==> config.mk <==
export PLATFORM = sky130hd
export DESIGN_NAME = ram_port_arbiter
export DESIGN_NICKNAME = d
export VERILOG_FILES = /design/src/rtl/ram_port_arbiter.sv
export SDC_FILE = /design/constraint.sdc
export NUM_CORES = 1
export LEC_CHECK = 0
export CORE_UTILIZATION = 35
export CTS_CLUSTER_DIAMETER = 60
export DETAILED_ROUTE_END_ITERATION = 16
export PLACE_DENSITY = 0.67
export SLEW_MARGIN = 30
export SYNTH_ARGS = -nofsm -noshare
export SYNTH_HDL_FRONTEND = slang
export SYNTH_SLANG_ARGS = --single-unit
==> constraint.sdc <==
create_clock -name CLK -period 2.7 [get_ports CLK]
set_input_delay 0.54 -clock CLK [delete_from_list [all_inputs] [get_ports CLK]]
set_output_delay 0.54 -clock CLK [all_outputs]
set_load 0.01 [all_outputs]
==> src/rtl/ram_port_arbiter.sv <==
// ram_port_arbiter: shares the single SDRAM controller request interface
// between port 0 (Zorro II, high priority) and port 1 (on-board master).
// The winner's address, direction and strobes are latched for the whole
// controller cycle; port 1 is protected from starvation and every cycle
// is aborted if the controller never acknowledges.
//
// state   | meaning
// --------+------------------------------------------------------------
// IDLE    | no owner; arbitrate between req0/req1 every edge
// BUSY    | mem_req high, waiting for mem_ack or timeout
// ACKED   | mem_ack seen; ack held until the granted port drops req
// RELEASE | mem_req low; waiting for mem_ack low before freeing the bus

module ram_port_arbiter #(
    parameter int STARVE_LIMIT = 4,
    parameter int TIMEOUT      = 63
) (
    input  logic        CLK,
    input  logic        RESET,
    input  logic        req0,
    input  logic        req1,
    input  logic [22:0] addr0,
    input  logic [22:0] addr1,
    input  logic        rw0,
    input  logic        rw1,
    input  logic        uds0_n,
    input  logic        lds0_n,
    input  logic        uds1_n,
    input  logic        lds1_n,
    output logic        ack0,
    output logic        ack1,
    output logic [1:0]  grant,
    output logic        mem_req,
    output logic [22:0] mem_addr,
    output logic        mem_rw,
    output logic        mem_uds_n,
    output logic        mem_lds_n,
    input  logic        mem_ack,
    output logic        timeout_err
);

    typedef enum logic [1:0] {
        IDLE    = 2'd0,
        BUSY    = 2'd1,
        ACKED   = 2'd2,
        RELEASE = 2'd3
    } state_t;

    localparam logic [3:0] STARVE_MAX = STARVE_LIMIT[3:0];
    localparam logic [5:0] TIMER_MAX  = TIMEOUT[5:0];

    state_t      state, state_nx;
    logic [3:0]  starve_cnt, starve_cnt_nx;
    logic [5:0]  timer, timer_nx;
    logic [1:0]  grant_nx;
    logic        ack0_nx, ack1_nx;
    logic        mem_req_nx;
    logic [22:0] mem_addr_nx;
    logic        mem_rw_nx, mem_uds_n_nx, mem_lds_n_nx;
    logic        timeout_err_nx;
    logic        gnt_req;

    // State and all outputs are registered; reset abandons any cycle in flight.
    always_ff @(posedge CLK or posedge RESET) begin
        if (RESET) begin
            state       <= IDLE;
            starve_cnt  <= 4'd0;
            timer       <= 6'd0;
            grant       <= 2'b00;
            ack0        <= 1'b0;
            ack1        <= 1'b0;
            mem_req     <= 1'b0;
            mem_addr    <= 23'd0;
            mem_rw      <= 1'b1;
            mem_uds_n   <= 1'b1;
            mem_lds_n   <= 1'b1;
            timeout_err <= 1'b0;
        end else begin
            state       <= state_nx;
            starve_cnt  <= starve_cnt_nx;
            timer       <= timer_nx;
            grant       <= grant_nx;
            ack0        <= ack0_nx;
            ack1        <= ack1_nx;
            mem_req     <= mem_req_nx;
            mem_addr    <= mem_addr_nx;
            mem_rw      <= mem_rw_nx;
            mem_uds_n   <= mem_uds_n_nx;
            mem_lds_n   <= mem_lds_n_nx;
            timeout_err <= timeout_err_nx;
        end
    end

    // Next-state, arbitration and output decode.
    always_comb begin
        state_nx       = state;
        starve_cnt_nx  = starve_cnt;
        timer_nx       = timer;
        grant_nx       = grant;
        ack0_nx        = ack0;
        ack1_nx        = ack1;
        mem_req_nx     = mem_req;
        mem_addr_nx    = mem_addr;
        mem_rw_nx      = mem_rw;
        mem_uds_n_nx   = mem_uds_n;
        mem_lds_n_nx   = mem_lds_n;
        timeout_err_nx = 1'b0;

        // Request line of whichever port currently owns the controller.
        gnt_req = (grant[0] & req0) | (grant[1] & req1);

        case (state)
            IDLE: begin
                ack0_nx    = 1'b0;
                ack1_nx    = 1'b0;
                mem_req_nx = 1'b0;
                if (req0 && (!req1 || (starve_cnt < STARVE_MAX))) begin
                    mem_addr_nx  = addr0;
                    mem_rw_nx    = rw0;
                    mem_uds_n_nx = uds0_n;
                    mem_lds_n_nx = lds0_n;
                    grant_nx     = 2'b01;
                    mem_req_nx   = 1'b1;
                    timer_nx     = 6'd0;
                    state_nx     = BUSY;
                    // Port 0 only wins over a waiting port 1 below the limit,
                    // so this increment saturates at STARVE_MAX by itself.
                    starve_cnt_nx = req1 ? (starve_cnt + 4'd1) : 4'd0;
                end else if (req1) begin
                    mem_addr_nx   = addr1;
                    mem_rw_nx     = rw1;
                    mem_uds_n_nx  = uds1_n;
                    mem_lds_n_nx  = lds1_n;
                    grant_nx      = 2'b10;
                    mem_req_nx    = 1'b1;
                    timer_nx      = 6'd0;
                    state_nx      = BUSY;
                    starve_cnt_nx = 4'd0;
                end else begin
                    starve_cnt_nx = 4'd0;
                end
            end

            BUSY: begin
                timer_nx = timer + 6'd1;
                if (mem_ack) begin
                    if (gnt_req) begin
                        ack0_nx  = grant[0];
                        ack1_nx  = grant[1];
                        state_nx = ACKED;
                    end else begin
                        // Port walked away mid-cycle: finish silently.
                        mem_req_nx = 1'b0;
                        state_nx   = RELEASE;
                    end
                end else if (timer == TIMER_MAX) begin
                    mem_req_nx     = 1'b0;
                    timeout_err_nx = 1'b1;
                    ack0_nx        = grant[0] & gnt_req;
                    ack1_nx        = grant[1] & gnt_req;
                    state_nx       = RELEASE;
                end
            end

            ACKED: begin
                if (!gnt_req) begin
                    ack0_nx    = 1'b0;
                    ack1_nx    = 1'b0;
                    mem_req_nx = 1'b0;
                    state_nx   = RELEASE;
                end
            end

            RELEASE: begin
                ack0_nx    = 1'b0;
                ack1_nx    = 1'b0;
                mem_req_nx = 1'b0;
                if (!mem_ack) begin
                    grant_nx = 2'b00;
                    state_nx = IDLE;
                end
            end

            default: begin
                state_nx = IDLE;
            end
        endcase
    end

endmodule

==> impl_metrics.ini <==
[timing]
rsz0062_at_grt = false
final.setup.tns_ps = 0
final.setup_skew_ps = 6.361
fmax_mhz = 479.3
finalSetupViolCount = 0
worst_slew_pin_slew_ps = 540.0
fin_crit_sh = 0.7728
report.final.slew_viol_count = 0
fin_crit_ps = 2086
slew_headroom = 0.6400
hold_viol = 0
setup_ws_ps = 613.5

[synth]
yosysMostFrequentCell = dfrtp_1
ys_ff_latch = 44
synth_top_area_cell = dfrtp_1
synthTopCellsByArea = dfrtp_1 46%, mux2i_1 12%, o21ai_0 6.3%
syn_nets = 280
ys.flop_type = dfrtp_1
ys_warn_count = 0
yosysSeqAreaShare = 0.4961
synthArstFlopShare = 1.000
synth_cells = 216
synth_top_area_frac = 0.4607
syn_area_um2 = 2227
ys_top_cells_by_count = 41 x dfrtp_1, 31 x nand2_1, 28 x o21ai_0
synth_area_per_cell_um2 = 10.31
yosysUniqueCellTypes = 40
synth-edff-count = 0

[critical_path]
required_ps = 2880
cp_max_fo = 10
path_buf_inv = 1
r2r_slack_ps = 690
path_cells = clkdlybuf4s50_1, a22oi_2, nand2b_1, and4_4, mux2_4
critical_path_arrival_ps = 2270
endpoint_kind = flip-flop
path_class = input pin to flip-flop
critPathSlowestCell = clkdlybuf4s50_1
r2r_start = state[0]
ff2ff_path_depth = 7
cp-start-kind = input pin
cp_top_family = buffers and inverters
crit_path_max_incr_delay_ps = 630
r2r-end = timer[5]

[cells_and_area]
syn_to_final_growth_pct = 49.27
fin_cells = 381
final_nets = 369
diodes = 0
drive_gt1_frac = 0.08497

[floorplanning]
dieArea_um2 = 6686
coreArea_um2 = 6026
io_pins = 89
die_w_um = 81.77
fp-row-count = 28
fp.dieH_um = 81.77
initial_core_util = 0.3696

[global_routing]
overflow = 0
grt_pass1_wl_mm = 8.687
grt_start_max_net_pins = 53
antenna_found_initial = 0
grt_pass1_vias = 1919
grtUsageTotal = 0.1728

[pwr]
power_uw = 3003
powerDensity_nw_per_um2 = 903.3
ir_worst_vdd_mv = 0.3821
leakage_uw = 0.001470

[routing]
drtPass1Iterations = 4
drt_wl_total_mm = 5.265
post_drt_wl_per_cell_um = 13.82
drt-initial-drc-count = 107
drc = 0
routed_via_density = 4.948
final_antenna_net_count = 0
routed-via-count = 1885

[clock_tree]
cts_buffer_depth = 2
cts_tree = built
htree_num_levels = 2
clkLatencyLatePin_ps = 300
ctsHoldBuffers = 0
clk_pin_slew_ps = 80
postCtsSetupBuffers = 0
cts_buffers = 5
cts_resized = 0
cts_root_buf = clkbuf_8
cts_sinks = 44

[min_path]
hold_class = flip-flop to flip-flop
whs_endpoint = mem_lds_n
min_delay_path_depth = 2
min_from = mem_lds_n

[status]
outcome = completed

[placement]
dp_slack_ps = 302.8
gp_congestion = 0.8746
io_buffers = 88
dpl.hpwl_mm = 3.797
placed_cells = 373

[run]
cap_violations = 0
cell type report:
class / count / area, µm²
timing repair buffer: 94 / 938.4
tap: 75 / 93.84
inverter: 8 / 30.03
clock inverter: 2 / 38.79
fill: 551 / 2701
multi-input combinational: 152 / 1036
sequential: 44 / 1105
clock buffer: 6 / 82.58
cell usage in the layout, fill, tap and decap left out, types with 2 or more instances in the layout:
cell type / instances
dfrtp_1: 41
mux2i_1: 26
a21oi_1: 2
nand2b_1: 3
nor3_1: 3
o21ai_1: 2
nor4b_1: 2
xnor2_1: 2
clkdlybuf4s50_1: 88
nand3_1: 6
clkbuf_8: 6
o31ai_1: 3
a32o_1: 2
a22o_1: 6
nor2_1: 10
inv_1: 7
o22ai_1: 2
ha_1: 7
buf_4: 5
dfstp_2: 3
nand2_1: 30
o21ai_0: 28
worst reg2reg max path, stage by stage, from the launching register on:
cell and delay (ps):
dfrtp_1 440, inv_1 140, ha_1 250, buf_4 220, nor3b_1 470, nor4_1 150
xnor2_1 170, nor2_1 60
worst max-delay path by stage:
stage,startpoint,endpoint,slack [ps],depth (start not counted)
after floorplan,req0,state[1],940,5
after global placement,req1,state[1],380,5
after detailed placement,req1,mem_addr[16],300,6
after CTS,req1,state[1],630,5
after global routing,state[0],state[0],460,7
final,req1,state[1],610,5
registers in the layout, indices dropped and copies added, names as in the netlist:
| register | flops |
|---|---|
| state | 2 |
| mem_uds_n | 1 |
| timeout_err | 1 |
| grant | 2 |
| mem_rw | 1 |
| mem_lds_n | 1 |
| ack0 | 1 |
| mem_req | 1 |
| mem_addr | 23 |
| ack1 | 1 |
| starve_cnt | 4 |
| timer | 6 |
logic make-up after synthesis:
| kind of cell | after synthesis | share of synthesized area |
|---|---|---|
| fa+ha+maj | 7 | 0.03932 |
| xor+xnor | 2 | 0.007867 |
| flops | 44 | 0.4961 |
| mux | 27 | 0.1236 |
| simple gates | 62 | 0.1303 |
| buf+inv | 20 | 0.04326 |
| compound gates | 54 | 0.1596 |
stage by stage:
step / hold slack, ps / area (µm²) / util
after global placement: 454.1 / 3203 / 0.5316
after CTS: 470.1 / 3324 / 0.5517
after global routing: 487.0 / 3324 / 0.5517
after floorplan: 458.9 / 2227 / -
final: 472.4 / 3324 / 0.5517
after detailed placement: 457.1 / 3203 / 0.5316
routing by layer:
| metal | wire length, µm | track usage | vias up |
|---|---|---|---|
| li1 | - | - | 949 |
| met4 | 63 | 0.06316 | 0 |
| met1 | 2301 | 0.2096 | 870 |
| met2 | 2547 | 0.2901 | 61 |
| met3 | 353 | 0.04889 | 5 |
| met5 | 0 | 0 | - |
power breakdown:
part	switching, µW	internal (µW)	total, µW
registers	167	930	1100
clock network	225	302	527
logic	643	736	1380
Note: power is estimated with default switching activity, not from simulation.
